## src/rtl/slow_window_pkg.sv

```systemverilog
// Shared definitions for the slow-access window: state encoding, prescaler
// default and the device bit positions in the select/flag vectors.
package slow_window_pkg;

    typedef enum logic [1:0] {
        IDLE   = 2'd0,
        ACCESS = 2'd1,
        HOLD   = 2'd2
    } state_e;

    localparam int TICKDIV_DEFAULT = 16;

    localparam int NDEV = 6;
    localparam int IACK = 0;
    localparam int VIA  = 1;
    localparam int IWM  = 2;
    localparam int SCC  = 3;
    localparam int SCSI = 4;
    localparam int SND  = 5;

endpackage

```

## src/rtl/slow_tick_div.sv

```systemverilog
// Free-running prescaler producing a one-cycle Tick every TICKDIV clocks.
module slow_tick_div
    import slow_window_pkg::*;
#(
    parameter int TICKDIV = TICKDIV_DEFAULT,
    parameter int TICKW   = 4
) (
    input  logic CLK,
    input  logic nPOR,
    output logic Tick
);

    localparam logic [TICKW-1:0] LAST = TICKW'(TICKDIV - 1);

    logic [TICKW-1:0] cntQ;
    logic [TICKW-1:0] cntD;

    assign Tick = (cntQ == LAST);
    assign cntD = Tick ? '0 : cntQ + TICKW'(1);

    always_ff @(posedge CLK or negedge nPOR) begin
        if (!nPOR) begin
            cntQ <= '0;
        end else begin
            cntQ <= cntD;
        end
    end

endmodule

```

## src/rtl/slow_window.sv

```systemverilog
// Holds the slow-mode request for the duration of an access to a slow
// peripheral plus a programmable number of coarse ticks afterwards.
module slow_window
    import slow_window_pkg::*;
#(
    parameter int TICKDIV = TICKDIV_DEFAULT,
    parameter int TICKW   = 4
) (
    input  logic       CLK,
    input  logic       nPOR,
    input  logic       BACT,
    input  logic       IACKCS,
    input  logic       VIACS,
    input  logic       IWMCS,
    input  logic       SCCCS,
    input  logic       SCSICS,
    input  logic       SndCSWR,
    input  logic       SlowIACK,
    input  logic       SlowVIA,
    input  logic       SlowIWM,
    input  logic       SlowSCC,
    input  logic       SlowSCSI,
    input  logic       SlowSnd,
    input  logic       SlowClockGate,
    input  logic [3:0] SlowTimeout,
    output logic       Slow,
    output logic       ClockGate,
    output logic [3:0] HoldCnt
);

    logic [NDEV-1:0] selV;
    logic [NDEV-1:0] flagV;
    logic            tick;
    logic            startStrobe;
    logic            endStrobe;
    logic            hit;

    logic            bactQ;
    state_e          stateQ, stateD;
    logic [3:0]      holdCntQ, holdCntD;
    logic            gateEnQ, gateEnD;
    logic            slowQ;
    logic            gateQ;

    assign selV[IACK]  = IACKCS;
    assign selV[VIA]   = VIACS;
    assign selV[IWM]   = IWMCS;
    assign selV[SCC]   = SCCCS;
    assign selV[SCSI]  = SCSICS;
    assign selV[SND]   = SndCSWR;
    assign flagV[IACK] = SlowIACK;
    assign flagV[VIA]  = SlowVIA;
    assign flagV[IWM]  = SlowIWM;
    assign flagV[SCC]  = SlowSCC;
    assign flagV[SCSI] = SlowSCSI;
    assign flagV[SND]  = SlowSnd;

    assign startStrobe = BACT && !bactQ;
    assign endStrobe   = !BACT && bactQ;
    assign hit         = startStrobe && |(selV & flagV);

    slow_tick_div #(
        .TICKDIV(TICKDIV),
        .TICKW  (TICKW)
    ) uTickDiv (
        .CLK (CLK),
        .nPOR(nPOR),
        .Tick(tick)
    );

    // A hit in HOLD takes priority over a coincident tick, so no decrement.
    always_comb begin
        stateD   = stateQ;
        holdCntD = holdCntQ;
        gateEnD  = gateEnQ;
        case (stateQ)
            IDLE: begin
                if (hit) begin
                    stateD  = ACCESS;
                    gateEnD = SlowClockGate;
                end
            end
            ACCESS: begin
                if (endStrobe) begin
                    holdCntD = SlowTimeout;
                    stateD   = (SlowTimeout != 4'd0) ? HOLD : IDLE;
                end
            end
            HOLD: begin
                if (hit) begin
                    stateD  = ACCESS;
                    gateEnD = SlowClockGate;
                end else if (tick) begin
                    if (holdCntQ == 4'd1) begin
                        stateD   = IDLE;
                        holdCntD = 4'd0;
                    end else begin
                        holdCntD = holdCntQ - 4'd1;
                    end
                end
            end
            default: begin
                stateD   = IDLE;
                holdCntD = 4'd0;
            end
        endcase
    end

    always_ff @(posedge CLK or negedge nPOR) begin
        if (!nPOR) begin
            bactQ    <= 1'b0;
            stateQ   <= IDLE;
            holdCntQ <= 4'd0;
            gateEnQ  <= 1'b0;
            slowQ    <= 1'b0;
            gateQ    <= 1'b0;
        end else begin
            bactQ    <= BACT;
            stateQ   <= stateD;
            holdCntQ <= holdCntD;
            gateEnQ  <= gateEnD;
            slowQ    <= (stateQ != IDLE);
            gateQ    <= (stateQ != IDLE) && gateEnQ;
        end
    end

    assign Slow      = slowQ;
    assign ClockGate = gateQ;
    assign HoldCnt   = holdCntQ;

endmodule

```

## config.mk

```make
export PLATFORM = sky130hd
export DESIGN_NAME = slow_window
export DESIGN_NICKNAME = d
export VERILOG_FILES = /design/src/rtl/slow_window_pkg.sv /design/src/rtl/slow_tick_div.sv /design/src/rtl/slow_window.sv
export SDC_FILE = /design/constraint.sdc
export NUM_CORES = 1
export LEC_CHECK = 0
export ABC_AREA = 1
export BUFFER_PORTS_ARGS = -buffer_cell sky130_fd_sc_hd__buf_2
export CAP_MARGIN = 15
export CELL_PAD_IN_SITES_DETAIL_PLACEMENT = 1
export CELL_PAD_IN_SITES_GLOBAL_PLACEMENT = 1
export CORE_MARGIN = 1
export CORE_UTILIZATION = 25
export CTS_BUF_LIST = sky130_fd_sc_hd__clkbuf_4
export CTS_CLUSTER_SIZE = 25
export DETAILED_ROUTE_END_ITERATION = 7
export PLACE_DENSITY_LB_ADDON = 0.25
export SLEW_MARGIN = 30
export SYNTH_ARGS = -nofsm -noshare
export SYNTH_HDL_FRONTEND = slang
export SYNTH_SLANG_ARGS = --single-unit
```

## constraint.sdc

```tcl
create_clock -name CLK -period 2.55 [get_ports CLK]
set_clock_uncertainty 0.05 [all_clocks]
set_input_delay 0.255 -clock CLK [delete_from_list [all_inputs] [get_ports CLK]]
set_output_delay 0.255 -clock CLK [all_outputs]
set_load 0.02 [all_outputs]
```

==> metrics.md <==
| Metric | Value |
|---|---|
| Average wire per standard cell | `approximately 11 um` |
| GRT overflow | `0` |
| # H-tree levels | `1` |
| Relative slew margins | `0.769` |
| Worst path top cell family by delay | `flip-flops` |
| Post-cts sizing count | `0` |
| Clk root buf | `clkbuf_4` |
| GRT Util Overall | `0.131` |
| CP Buf/Inv Count | `2` |
| RSZ-0062 raised after global routing | `false` |
| Outcome | `completed` |
| Die W | `just over 60 um` |
| Syn. warnings | `0` |
| Synth cell types | `18` |
| Ratio of final minimum period to clock period | `0.583` |
| PwrDens | `slightly above 900 mW/mm2` |
| Synth area leader | `dfrtp_1` |
| WS Path Type | `reg -> reg` |
| Antenna violations before repair | `0` |
| GRT met3 Usage | `0.0448` |
| Clock share of power | `0.135` |
| Sequential power share | `0.328` |
| Util after Layout | `0.339` |
| N_diodes | `0` |
| Vias in the first global route | `802` |
| Hold_sp | `BACT` |
| Leakage power | `0.573 nW` |
| Tightest Pin Transition | `0.347 ns` |
| Syn Inst Count | `approximately 110` |
| DR pass1 iterations | `4` |
| TritonCTS clock tree | `done` |
| Hold depth | `1` |
| Synth area leaders | `dfrtp_1 (41%), nand2_1 (15%), ha_1 (10%)` |
| Iteration-0 DRC Markers | `20` |
| Area delta synth->final | `25.4%` |
| Layout cells sized above 1 | `0.299` |
| Final WS setup | `about 1.1 ns` |
| Worst slack, placed | `between 1 and 1.5 ns` |
| Post-synthesis sequential area ratio | `0.411` |
| Mapped cell area | `roughly 850 um2` |
| First-pass GRT wire length | `around 3500 um` |
| Routed via count | `about 800` |
| Detail-routed via count per cell | `4.40` |
| Reg2Reg Setup Slack | `1.06 ns` |
| Most used routing layer | `met2` |
| Met2 usage | `0.231` |
| Vert. Die Dim | `~60 um` |
| P_sw | `between 0.4 and 0.5 mW` |
| Reg2reg end | `HoldCnt[2]` |
| CTS buffer count | `3` |
| Minimum clock period | `roughly 1.5 ns` |
| Maxcap violations | `0` |
| Reg2reg start | `stateQ[0]` |
| Clk slew on worst S/H paths | `about 0.09 ns` |
| Crit-path max FO | `8` |
| Most common cell on crit path | `nand3_4` |
| F_max | `approximately 670 MHz` |
| Clock sinks | `14` |
| Effective utilization at floorplan | `0.271` |
| Final setup violation count | `0` |
| FP Rows | `20` |
| Drt total wl | `between 2000 and 2500 um` |
| Max stage delay on crit path | `0.43 ns` |
| Post-synthesis sequential element count | `14` |
| Hold Crit Class | `in -> reg` |
| Nets | `165` |
| Final Slew Violations | `0` |
| Avg Inst Size Synth | `~8 um2` |
| CP Cell Sequence | `inv_1, ha_1, clkinv_2, nand2_2, nand3_4, nand3_4, nand2_1, o21ai_1` |
| Critical Path Source Type | `flop` |
| VDD IR-drop max | `0.000368 V` |
| Worst-skew pair later-pin latency | `0.28 ns` |
| Worst path slowest cell | `dfrtp_1` |
| Required @ worst endpoint | `about 2.7 ns` |
| Net count after synthesis | `between 100 and 150` |
| Sw Share | `0.467` |
| Maximum number of pins on one net before global-route repair | `15` |
| GRT met1 Usage | `0.155` |
| Comb pwr share | `0.537` |
| Total core area | `about 0.0032 mm2` |
| Estimated wirelength of the detail-placed design | `approximately 1700 um` |
| IO Count | `26` |
| Fin. Hold Viols | `0` |
| Yosys top cell area share | `0.411` |
| Clk buf depth | `2` |
| CP arrival | `1.65 ns` |
| Global placement routability congestion | `between 0.7 and 0.8` |
| Hold endpoint | `bactQ` |
| Die area | `between 0.003 and 0.004 mm2` |
| Int Pwr | `0.531 mW` |
| IO buf count | `25` |
| Setup tns final | `0 ns` |
| Crit end category | `flop` |
| # DRC | `0` |
| DRT antenna net count | `0` |
| Number of cells on the worst reg-to-reg path | `8` |
[what timing repair did]
action | CTS | global route
hold buffers | 1 | 0
setup buffers | 0 | 0
hold endpoints to repair | 14 | 0
[placed cells by master, fill, tap and decap left out]
cell	netlist	layout
ha_1	7	7
o22ai_1	2	2
clkinv_2	2	2
o21ai_1	6	6
buf_2	0	25
nor2_1	7	7
nand3_1	5	5
nand3_4	2	2
dfrtp_1	14	14
xor2_1	1	1
nand3_2	2	2
dlygate4sd3_1	0	1
inv_2	1	1
inv_1	14	14
o21ai_0	2	2
nand2_1	33	33
nand4_1	1	1
clkinv_1	0	1
xnor2_1	1	1
a21oi_1	1	1
clkbuf_4	0	3
nand2_2	6	6
[worst max path at each step]
stage | from | endpoint | depth (start not counted)
2_1_floorplan | HoldCnt[0] | HoldCnt[2] | 6
3_3_place_gp | stateQ[0] | HoldCnt[0] | 8
3_5_place_dp | stateQ[0] | HoldCnt[2] | 8
4_1_cts | stateQ[0] | HoldCnt[2] | 8
5_1_grt | stateQ[0] | HoldCnt[2] | 8
6_report | stateQ[0] | HoldCnt[2] | 8
[per-stage QoR]
step | instance area, um2 | total power [mW] | cells | hold slack, ns
after detailed placement | 1030 | 0.871 | 176 | 0.129
after global routing | 1070 | 1.09 | 181 | 0.0439
final | 1070 | 0.997 | 181 | 0.0446
after CTS | 1070 | 1.01 | 181 | 0.0428
after floorplan | 853 | 0.718 | 107 | -0.0906
after global placement | 1030 | 0.849 | 176 | 0.131
[worst register-to-register path: stages, from the launching register on]
cell	delay (ns)
dfrtp_1	0.43
inv_1	0.10
ha_1	0.21
clkinv_2	0.13
nand2_2	0.11
nand3_4	0.10
nand3_4	0.13
nand2_1	0.06
o21ai_1	0.09
[routing by layer]
metal | share of wire | wire length (um)
met5 | 0 | 0
met4 | 0.0097 | 20
met3 | 0.047 | 98
met2 | 0.50 | 1040
met1 | 0.44 | 907
[registers in the layout (all words and copies together) (netlist names)]
signal / cells
ClockGate: 1
HoldCnt: 4
Slow: 1
bactQ: 1
gateEnQ: 1
stateQ: 2
uTickDiv.cntQ: 4
[cell type report]
type                       count  area (um2)
clock inverter                 1        3.75
tap                           44        55.1
fill                         409        2080
clock buffer                   3        22.5
sequential                    14         350
timing repair buffer          26         135
multi-input combinational     76         437
inverter                      17        66.3
[cells by family (layout without fill, tap and decap cells)]
group	count (synthesis)	after routing	synth area share
flip-flops	14	14	0.411
adder cells (fa/ha/maj)	7	7	0.103
buffers and inverters	17	47	0.0777
AO/OA/AOI/OAI	11	11	0.0674
AND/OR/NAND/NOR	56	56	0.321
XOR/XNOR	2	2	0.0205
[power by group through the flow]
stage               registers [mW]  logic (mW)  clock network [mW]
finish                       0.327       0.535               0.135
global route                 0.340       0.607               0.147
floorplan                    0.364       0.354                   0
global placement             0.326       0.523                   0
detailed placement           0.332       0.539                   0
CTS                          0.328       0.544               0.139
[Yosys cell counts]
master,count
a21oi_1,1
clkinv_2,2
dfrtp_1,14
ha_1,7
inv_1,14
inv_2,1
nand2_1,33
nand2_2,6
nand3_1,5
nand3_2,2
nand3_4,2
nand4_1,1
nor2_1,7
o21ai_0,2
o21ai_1,6
o22ai_1,2
xnor2_1,1
xor2_1,1
Note: power is estimated with default switching activity, not from simulation.
